[src/rtl/apb_to_obi_bridge.sv]
// APB4/APB3 subordinate to OBI manager bridge: one APB transfer becomes one OBI
// transaction, with error forwarding and a response timeout that drains late responses.
module apb_to_obi_bridge #(
  parameter int unsigned AddrWidth     = 32,
  parameter int unsigned DataWidth     = 32,
  parameter bit          Apb4          = 1'b1,
  parameter int unsigned TimeoutCycles = 255
) (
  input  logic                   clk_i,
  input  logic                   rst_i,
  input  logic                   psel_i,
  input  logic                   penable_i,
  input  logic                   pwrite_i,
  input  logic [AddrWidth-1:0]   paddr_i,
  input  logic [DataWidth-1:0]   pwdata_i,
  input  logic [DataWidth/8-1:0] pstrb_i,
  output logic [DataWidth-1:0]   prdata_o,
  output logic                   pready_o,
  output logic                   pslverr_o,
  output logic                   obi_req_o,
  output logic                   obi_we_o,
  output logic [DataWidth/8-1:0] obi_be_o,
  output logic [AddrWidth-1:0]   obi_addr_o,
  output logic [DataWidth-1:0]   obi_wdata_o,
  input  logic                   obi_gnt_i,
  input  logic                   obi_rvalid_i,
  input  logic                   obi_err_i,
  input  logic [DataWidth-1:0]   obi_rdata_i
);

  localparam int unsigned BeW       = DataWidth / 8;
  localparam bit          TimeoutEn = (TimeoutCycles > 0);
  localparam int unsigned CntW      = TimeoutEn ? $clog2(TimeoutCycles + 1) : 1;
  localparam logic [CntW:0] TimeoutVal = TimeoutCycles[CntW:0];

  typedef enum logic [1:0] {
    S_IDLE,
    S_REQ,
    S_RSP,
    S_DONE
  } state_e;

  state_e               r_state;
  state_e               w_state_nxt;
  logic                 r_drain;
  logic                 w_drain_nxt;
  logic [CntW-1:0]      r_cnt;
  logic [CntW-1:0]      w_cnt_nxt;
  logic [CntW:0]        w_cnt_inc;
  logic                 w_expire;
  logic                 w_accept;
  logic                 w_apb_done;
  logic                 w_capture;
  logic                 w_rsp_load;
  logic                 w_abort;
  logic                 w_pready;

  logic [AddrWidth-1:0] r_addr;
  logic [DataWidth-1:0] r_wdata;
  logic                 r_we;
  logic [BeW-1:0]       r_be;
  logic [DataWidth-1:0] r_rdata;
  logic                 r_err;

  // The extra counter bit keeps the compare correct when a grant at expiry lets it run past the limit.
  assign w_cnt_inc  = {1'b0, r_cnt} + {{CntW{1'b0}}, 1'b1};
  assign w_expire   = TimeoutEn && (w_cnt_inc >= TimeoutVal);
  assign w_accept   = (r_state == S_IDLE) && psel_i && !r_drain;
  assign w_apb_done = psel_i && penable_i;

  always_comb begin
    w_state_nxt = r_state;
    w_cnt_nxt   = r_cnt;
    w_drain_nxt = r_drain;
    w_capture   = 1'b0;
    w_rsp_load  = 1'b0;
    w_abort     = 1'b0;
    case (r_state)
      S_IDLE: begin
        if (w_accept) begin
          w_capture   = 1'b1;
          w_cnt_nxt   = '0;
          w_state_nxt = S_REQ;
        end
      end
      S_REQ: begin
        w_cnt_nxt = w_cnt_inc[CntW-1:0];
        if (obi_gnt_i) begin
          w_state_nxt = S_RSP;
        end else if (w_expire) begin
          w_abort     = 1'b1;
          w_state_nxt = S_DONE;
        end
      end
      S_RSP: begin
        w_cnt_nxt = w_cnt_inc[CntW-1:0];
        if (obi_rvalid_i) begin
          w_rsp_load  = 1'b1;
          w_state_nxt = S_DONE;
        end else if (w_expire) begin
          w_abort     = 1'b1;
          w_drain_nxt = 1'b1;
          w_cnt_nxt   = '0;
          w_state_nxt = S_DONE;
        end
      end
      S_DONE: begin
        if (w_apb_done) begin
          w_state_nxt = S_IDLE;
        end
      end
      default: w_state_nxt = S_IDLE;
    endcase
    // A response still owed by an aborted subordinate is swallowed here, or given up on at expiry.
    if (r_drain && (r_state != S_RSP)) begin
      w_cnt_nxt = w_cnt_inc[CntW-1:0];
      if (obi_rvalid_i || w_expire) begin
        w_drain_nxt = 1'b0;
      end
    end
  end

  always_ff @(posedge clk_i or posedge rst_i) begin
    if (rst_i) begin
      r_state <= S_IDLE;
      r_drain <= 1'b0;
      r_cnt   <= '0;
    end else begin
      r_state <= w_state_nxt;
      r_drain <= w_drain_nxt;
      r_cnt   <= w_cnt_nxt;
    end
  end

  always_ff @(posedge clk_i or posedge rst_i) begin
    if (rst_i) begin
      r_addr  <= '0;
      r_wdata <= '0;
      r_we    <= 1'b0;
      r_be    <= '0;
      r_rdata <= '0;
      r_err   <= 1'b0;
    end else begin
      if (w_capture) begin
        r_addr  <= paddr_i;
        r_wdata <= pwdata_i;
        r_we    <= pwrite_i;
        r_be    <= (pwrite_i && Apb4) ? pstrb_i : '1;
      end
      if (w_rsp_load) begin
        r_rdata <= (r_we || obi_err_i) ? '0 : obi_rdata_i;
        r_err   <= obi_err_i;
      end else if (w_abort) begin
        r_rdata <= '0;
        r_err   <= 1'b1;
      end
    end
  end

  assign w_pready    = (r_state == S_DONE) && w_apb_done;
  assign pready_o    = w_pready;
  assign prdata_o    = w_pready ? r_rdata : '0;
  assign pslverr_o   = w_pready ? r_err : 1'b0;
  assign obi_req_o   = (r_state == S_REQ);
  assign obi_we_o    = r_we;
  assign obi_be_o    = r_be;
  assign obi_addr_o  = r_addr;
  assign obi_wdata_o = r_wdata;

endmodule

[config.mk]
export PLATFORM = sky130hd
export DESIGN_NAME = apb_to_obi_bridge
export DESIGN_NICKNAME = d
export VERILOG_FILES = /design/src/rtl/apb_to_obi_bridge.sv
export SDC_FILE = /design/constraint.sdc
export NUM_CORES = 1
export LEC_CHECK = 0
export ABC_AREA = 1
export CORE_UTILIZATION = 39
export DETAILED_ROUTE_END_ITERATION = 8
export GPL_ROUTABILITY_DRIVEN = 1
export PLACE_DENSITY = 0.78
export SYNTH_ARGS = -nofsm -noshare
export SYNTH_HDL_FRONTEND = slang
export SYNTH_SLANG_ARGS = --single-unit
[constraint.sdc]
create_clock -name clk_i -period 3.3 [get_ports clk_i]
set_input_delay 0.495 -clock clk_i [delete_from_list [all_inputs] [get_ports clk_i]]
set_output_delay 0.495 -clock clk_i [all_outputs]
set_load 0.1 [all_outputs]
; ---- Word-level counts from Yosys, hierarchy flattened
; Cells that the tools add are included.
[classes]
mux = 32
mul = 0
n_lt_le_gt_ge = 1
n_reduce_logical = 13
n_div = 0
add_sub_neg = 1
eq_ne = 7
n_shift = 0
bitwise = 0
[op_table]
columns = cell, n
row1 = $mux 32, 4
row2 = $mux 8, 4
row3 = $pmux 8 s3, 1
row4 = $mux 1, 15
row5 = $mux 2, 5
row6 = $add 8x1->9 const B, 1
row7 = $ge 9x8->1 const B, 1
row8 = $pmux 2 s4, 1
row9 = $ne 2x2->1 const B, 3
row10 = $logic_and 1x1->1, 5
row11 = $eq 2x2->1 const B, 2
row12 = $mux 4, 1
row13 = $reduce_and 2->1, 2
row14 = $reduce_bool 4->1, 1
row15 = $ne 3x2->1 const B, 1
row16 = $eq 2x1->1 const B, 1
row17 = $logic_not 2->1, 1
row18 = $logic_or 1x1->1, 2
row19 = $pmux 1 s2, 1
row20 = $reduce_bool 2->1, 1
row21 = $logic_not 1->1, 1
[word_totals]
romBits = 0
input_bits = 108
wordCells = 63
memories = 0
latch_bits = 0
ramBits = 0
output_inout_bits = 104
ff_bits = 113

; ---- Longest topological paths before layout
; Gate-level depths: netlist of run 1.
[logic_depth]
ltp_word = 7
mapped_depth = 14
depth_no_buf = 14

; ---- Least setup slack after synthesis of run 1
; Ideal clock, no wire load.
[synth_timing]
kind = reg-to-output
start = register r_state[1]
end = output prdata_o[22]
slack_ps = 594
stages_incl_launch_ff = 5
n_path_buf = 1
arrival_time_ps = 2211
path_cell_list = dfrtp_1 ha_1 nand3_1 clkbuf_1 nor2_1
[synth_between]
elab_chain_cells = 3
[synth_rtl]
columns = element, line_no
row1 = start: declaration, 43  ; state_e r_state;
row2 = start signal: assignment, 129  ; r_state <= w_state_nxt;
row3 = $eq 2x2->1, 160  ; assign w_pready = (r_state == S_DONE) && w_apb_done;
row4 = $logic_and 1x1->1, 160
row5 = $mux 32, 162  ; assign prdata_o = w_pready ? r_rdata : '0;
row6 = end: declaration, 17  ; output logic [DataWidth-1:0] prdata_o,
; No other way between the ends.

; ---- Final worst setup path of run 1
[layout_timing]
start = register r_wdata[20] (netlist: obi_wdata_o[20])
end = output obi_wdata_o[20]
[layout_lines]
columns = element, line_no
row1 = start: declaration, 59  ; logic [DataWidth-1:0] r_wdata;
row2 = start signal: assignment, 146  ; r_wdata <= pwdata_i;
row3 = end: declaration, 24  ; output logic [DataWidth-1:0] obi_wdata_o,
; No word-level cell between the ends.

==> impl_metrics.toml, run 1 <==
[run_status]
status = "completed"

[setup_path]
critPathRequiredTime_ns = 2.80
crit_type = "reg2out"
cp_slowest_cell = "clkdlybuf4s50_1"
path_max_fanout = 2
start_kind = "register"
max_stage_delay_ns = 1.15
cp-end-kind = "output pin"
cp_cell_sequence = "clkdlybuf4s50_1"
crit_buf_inv = 1
cp_top_family = "buffers and inverters"
arrival_ns = 1.94

[cts]
clkSlewWorstSetupHoldPaths_ns = 0.06
cts_buffer_depth = 2
cts-buffers-inserted = 17
clock_sinks = 113
ctsHoldBuffers = 0
clock_latency_ns = 0.41
root_buffer = "clkbuf_16"
postCtsSetupBuffers = 0
htree_levels = 4
post_cts_resized = 0
cts_tree = "done"

[floorplan]
rows = 41
die_w_microns = 116.2
die_y_microns = 116.2
start_util_pct = 40.13
dieArea_sq_mm = 0.01350
fp.coreArea_sq_mm = 0.01267
ios = 212

[finish]
area_delta_synth_final_pct = 62.82
fillers = 1060
antenna_cells = 0
fin_util_pct = 65.34
final_cells = 994
finalNetCount = 924
design_area_sq_mm = 0.008279
drive_above_1_share_pct = 15.94

[placement]
pre_cts_slack_ns = 1.009
gp_congestion = 0.8431
placed_cell_area_sq_mm = 0.007669
io_buffers = 211
dp.cells = 962
hpwl_mm = 9.866

[logic_synthesis]
synth_cell_types = 28
synth_area_leader_cell = "dfrtp_1"
synth_edf_count = 0
ys_ff_latch = 113
avgSynthCellArea_sq_um = 8.517
ys_seq_area_share_pct = 55.61
yosys.area.top_type_share_pct = 55.61
synthCells = 597
yosys_warnings = 0
synthTopCellsByArea = "dfrtp_1, nand2_1, o21ai_2"
syn_area_sq_mm = 0.005085
async_reset_ff_share_pct = 100.0
synthFlopType = "dfrtp_1"
synth_common_cells = "nand2_1, dfrtp_1, nor2_1, inv_1, nand3_1"
synth.most_common_cell = "nand2_1"
syn_nets = 712

[sta]
min_period_ns = 2.432
maxSlewHeadroom_pct = 32.00
fin_ws_ns = 0.8676
rsz0062_at_grt = "no"
final.period_utilization_pct = 73.71
finalSetupViolations = 0
drv_slew = 0
worst_hold_slack_ns = 0.4639
clock.fmax_ghz = 0.4111
worst_pin_slew_ns = 1.017
hold_violations = 0
tns_ns = 0
fin_skew_ns = 0.01105

[run]
maxCapViolations = 0

[drt]
wl_per_cell_microns = 13.81
dr.pass1.iters = 4
viasPerCell = 4.536
initialDrtViolationCount = 266
postRouteAntennaNets = 0
finalWirelength_mm = 13.73
vias = 4509
remaining_drc_errors = 0

[global_routing]
grt_usage_pct = 21.24
grt_max_degree = 58
antenna_found_initial = 0
grt_pass1_wl_mm = 21.74
grt-ovfl-total = 0
grt_pass1_vias = 4325

[pwr]
ir_drop_v = 0.0009291
power.total_mw = 9.598
p_per_area_mw_per_mm2 = 1159
power_leakage_nw = 3.883

[hold_path]
hold_path_class = "reg2reg"
[worst register-to-register path, delay by kind of cell (launching register included)]
family / cells / cell delay [ns]
and+or+nand+nor: 6 / 1.30
DFF: 1 / 0.38
adders and majority gates: 1 / 0.27
buffers and inverters: 1 / 0.11
[registers in the layout (all words and copies together), names as in the netlist]
signal       flops
obi_wdata_o     32
r_rdata         32
obi_be_o         4
r_state          2
r_err            1
r_drain          1
obi_we_o         1
r_cnt            8
obi_addr_o      32
[layout make-up]
class | count | area (sq um) | share of cell area (%)
clock buffer | 17 | 425.4 | 5.138
clock inverter | 15 | 185.2 | 2.237
inverter | 56 | 214.0 | 2.584
multi-input combinational | 401 | 1902 | 22.97
sequential | 113 | 2828 | 34.15
tap | 172 | 215.2 | 2.599
timing repair buffer | 220 | 2510 | 30.32
[cell families (layout without fill, tap and decap cells)]
| kind of cell | count (synthesis) | count (layout) | share of synthesized area (%) |
|---|---|---|---|
| xor+xnor | 1 | 1 | 0.1723 |
| compound gates | 46 | 46 | 7.333 |
| fa+ha+maj | 7 | 7 | 1.722 |
| buf+inv | 83 | 308 | 7.160 |
| flops | 113 | 113 | 55.61 |
| simple gates | 347 | 347 | 28.00 |
[path summary, 6_finish.rpt]
kind / from / cells after the start / slack, ns / endpoint
min in group asynchronous: rst_i / 2 / 0.53 / r_rdata[3]
worst min register to register: obi_wdata_o[11] / 2 / 0.46 / obi_wdata_o[11]
worst max register to register: r_state[0] / 8 / 1.12 / r_cnt[2]
worst min-delay path: obi_wdata_o[11] / 2 / 0.46 / obi_wdata_o[11]
max in group asynchronous: rst_i / 3 / 1.97 / obi_be_o[0]
worst max-delay path: obi_wdata_o[20] / 1 / 0.87 / obi_wdata_o[20]
[report_power, final]
part	internal [mW]	leakage, nW	switching (mW)	total [mW]
sequential	1.98	1.44	0.289	2.26
clock	1.20	0.294	0.683	1.88
combinational	1.23	2.15	4.23	5.46
[placed cells by master, fill, tap and decap left out]
master | netlist | final
a21boi_0 | 1 | 1
a21oi_1 | 1 | 1
a22oi_1 | 1 | 1
a31oi_1 | 1 | 1
buf_12 | 3 | 35
buf_4 | 0 | 17
bufinv_16 | 0 | 3
clkbuf_16 | 0 | 17
clkdlybuf4s50_1 | 0 | 168
clkinv_2 | 0 | 2
clkinv_4 | 0 | 5
clkinvlp_4 | 0 | 3
dfrtp_1 | 113 | 113
ha_1 | 7 | 7
inv_1 | 55 | 53
inv_2 | 1 | 2
inv_6 | 0 | 3
nand2_1 | 237 | 237
nand2_2 | 4 | 4
nand2_4 | 2 | 2
nand3_1 | 40 | 40
nand3_2 | 1 | 1
nand3_4 | 1 | 1
nor2_1 | 56 | 55
nor2_2 | 2 | 3
nor2_4 | 1 | 1
nor3_1 | 1 | 1
nor3_2 | 2 | 1
nor3_4 | 0 | 1
o21ai_0 | 4 | 4
o21ai_2 | 30 | 30
o21bai_1 | 3 | 3
o22a_1 | 4 | 4
o22ai_1 | 1 | 1
xor2_1 | 1 | 1
[layer usage]
layer | vias up | share of wire (%) | global-route usage (%)
li1 | 2261 | - | -
met1 | 2054 | 42 | 25.92
met2 | 171 | 46 | 33.25
met3 | 23 | 9.6 | 8.666
met4 | 0 | 2.3 | 9.145
met5 | - | 0 | 0
Power figures use the tool's default switching activity.
==> run 2: changes to the inputs <==
==> constraint.sdc (replaced) <==
create_clock -name clk_i -period 2.06 [get_ports clk_i]
set_input_delay 0.309 -clock clk_i [delete_from_list [all_inputs] [get_ports clk_i]]
set_output_delay 0.309 -clock clk_i [all_outputs]
set_load 0.1 [all_outputs]
==> impl_metrics.toml, run 2 (synthesis results as in run 1) <==
[cts]
clock_latency_ns = 0.41
clock_sinks = 113
cts_tree = "done"
cts_buffer_depth = 2
root_buffer = "clkbuf_16"
cts-buffers-inserted = 17
ctsHoldBuffers = 0
clkSlewWorstSetupHoldPaths_ns = 0.05
htree_levels = 4

[finish]
antenna_cells = 0
final_common_cell = "nand2_1"
finalNetCount = 939
area_delta_synth_final_pct = 67.54
final_cell_mix = "nand2_1, dfrtp_1, clkdlybuf4s50_1"
drive_above_1_share_pct = 29.39
fillers = 1006
design_area_sq_mm = 0.008519

[pwr]
p_int_mw = 7.008
ir_drop_v = 0.001965
p_per_area_mw_per_mm2 = 1813
power.switching_mw = 8.435
power_leakage_nw = 4.065
pwr-share-comb_pct = 57.5
power.share.clock_pct = 18.9
p_seq_share_pct = 23.6
switching_share_pct = 54.62

[run]
maxCapViolations = 0

[setup_path]
cp_slowest_cell = "dfrtp_1"
max_stage_delay_ns = 0.39
cp_top_family = "flip-flops"
cp_cell_sequence = "ha_2, nand3_4, buf_12, nor2_2, buf_12"
crit_type = "reg2out"
crit_path_frequent_cell = "buf_12"
start_kind = "register"
critPathRequiredTime_ns = 1.75
cp-end-kind = "output pin"
arrival_ns = 1.70
crit_buf_inv = 2
path_max_fanout = 17

[placement]
placed_cell_area_sq_mm = 0.007649
io_buffers = 211
gp_congestion = 0.8331
hpwl_mm = 9.496

[drt]
viasPerCell = 4.600
postRouteAntennaNets = 0
dr_wl_met2_mm = 6.828
route.top_layer_used = "met4"
wl_met3_mm = 1.039
finalWirelength_mm = 14.04
dr.pass1.iters = 4
remaining_drc_errors = 0
initialDrtViolationCount = 195
wl_per_cell_microns = 13.91
met1_length_mm = 5.877
vias = 4641

[floorplan]
ios = 212
fp.coreArea_sq_mm = 0.01267
dieArea_sq_mm = 0.01350
start_util_pct = 40.13
die_w_microns = 116.2
die_y_microns = 116.2
rows = 41

[global_routing]
grt-ovfl-total = 0
antenna_found_initial = 0
grt_max_degree = 65
grt_pass1_vias = 4360
grt_pass1_wl_mm = 21.42
grt_usage_pct = 20.75

[sta]
min_period_ns = 2.005
clock.fmax_ghz = 0.4988
drv_slew = 0
hold_violations = 0
maxSlewHeadroom_pct = 76.05
fin_skew_ns = 0.009724
finalSetupViolations = 0
final.period_utilization_pct = 97.31
tns_ns = 0
rsz0062_at_grt = "yes"
worst_pin_slew_ns = 0.3592

[hold_path]
hold_path_class = "in2async"

[run_status]
status = "completed"
-- run 2: worst paths after layout --
check / startpoint / to / slack (ns) / cells after the start
max: r_state[0] / prdata_o[2] / 0.06 / 5
min: rst_i / obi_addr_o[17] / 0.16 / 2
max reg2reg: r_cnt[0] / r_rdata[16] / 0.10 / 12
min reg2reg: obi_addr_o[27] / obi_addr_o[27] / 0.47 / 2
max in group asynchronous: rst_i / obi_wdata_o[2] / 1.39 / 3
min in group clk_i: pwdata_i[19] / obi_wdata_o[19] / 0.43 / 3
-- run 2: metrics by stage --
| stage | setup WS (ns) | power, mW | hold slack, ns | utilization [%] | cells |
|---|---|---|---|---|---|
| after floorplan | -0.4597 | 10.25 | 0.4258 | - | 597 |
| after global placement | 0.1513 | 12.21 | 0.4551 | 60.36 | 966 |
| after detailed placement | 0.08910 | 12.33 | 0.4596 | 60.36 | 966 |
| after CTS | 0.004279 | 15.32 | 0.1461 | 65.19 | 999 |
| after global routing | -0.03023 | 16.18 | 0.1508 | 67.24 | 1009 |
| final | 0.05538 | 15.44 | 0.1580 | 67.24 | 1009 |
-- run 2: repair_timing --
action / CTS / global route
pin swaps: 0 / 2
resized for setup: 4 / 41
setup endpoints to repair: 33 / 95
buffers inserted: 1 / 6
cloned: 0 / 4
-- run 2: layout make-up --
| cell class | instances | area (sq um) | share of cell area (%) |
|---|---|---|---|
| inverters | 56 | 214.0 | 2.511 |
| clock buffers | 18 | 439.2 | 5.155 |
| flip-flops and latches | 113 | 2829 | 33.21 |
| well taps | 172 | 215.2 | 2.526 |
| multi-input cells | 401 | 2041 | 23.95 |
| repair buffers | 235 | 2626 | 30.83 |
| clock inverters | 14 | 155.1 | 1.821 |
-- run 2: power by group through the flow --
| stage | sequential, mW | combinational (mW) | clock, mW |
|---|---|---|---|
| finish | 3.65 | 8.88 | 2.92 |
| global route | 3.75 | 9.34 | 3.08 |
| CTS | 3.64 | 8.70 | 2.97 |
| detailed placement | 3.65 | 8.68 | 0 |
| global placement | 3.64 | 8.57 | 0 |
| floorplan | 8.21 | 2.04 | 0 |
-- run 2: metal layers --
layer | up-vias | track usage (%)
li1 | 2283 | -
met1 | 2163 | 26.26
met2 | 174 | 33.02
met3 | 21 | 7.213
met4 | 0 | 7.436
met5 | - | 0
==> run 3: changes to the inputs <==
--- a/config.mk
+++ b/config.mk
@@ -9,6 +9,7 @@
 export CORE_UTILIZATION = 39
 export DETAILED_ROUTE_END_ITERATION = 8
 export GPL_ROUTABILITY_DRIVEN = 1
+export HOLD_SLACK_MARGIN = 0.02
 export PLACE_DENSITY = 0.78
 export SYNTH_ARGS = -nofsm -noshare
 export SYNTH_HDL_FRONTEND = slang
==> results of run 3 <==
Final layout, timing and power as in run 2 (identical DEF).
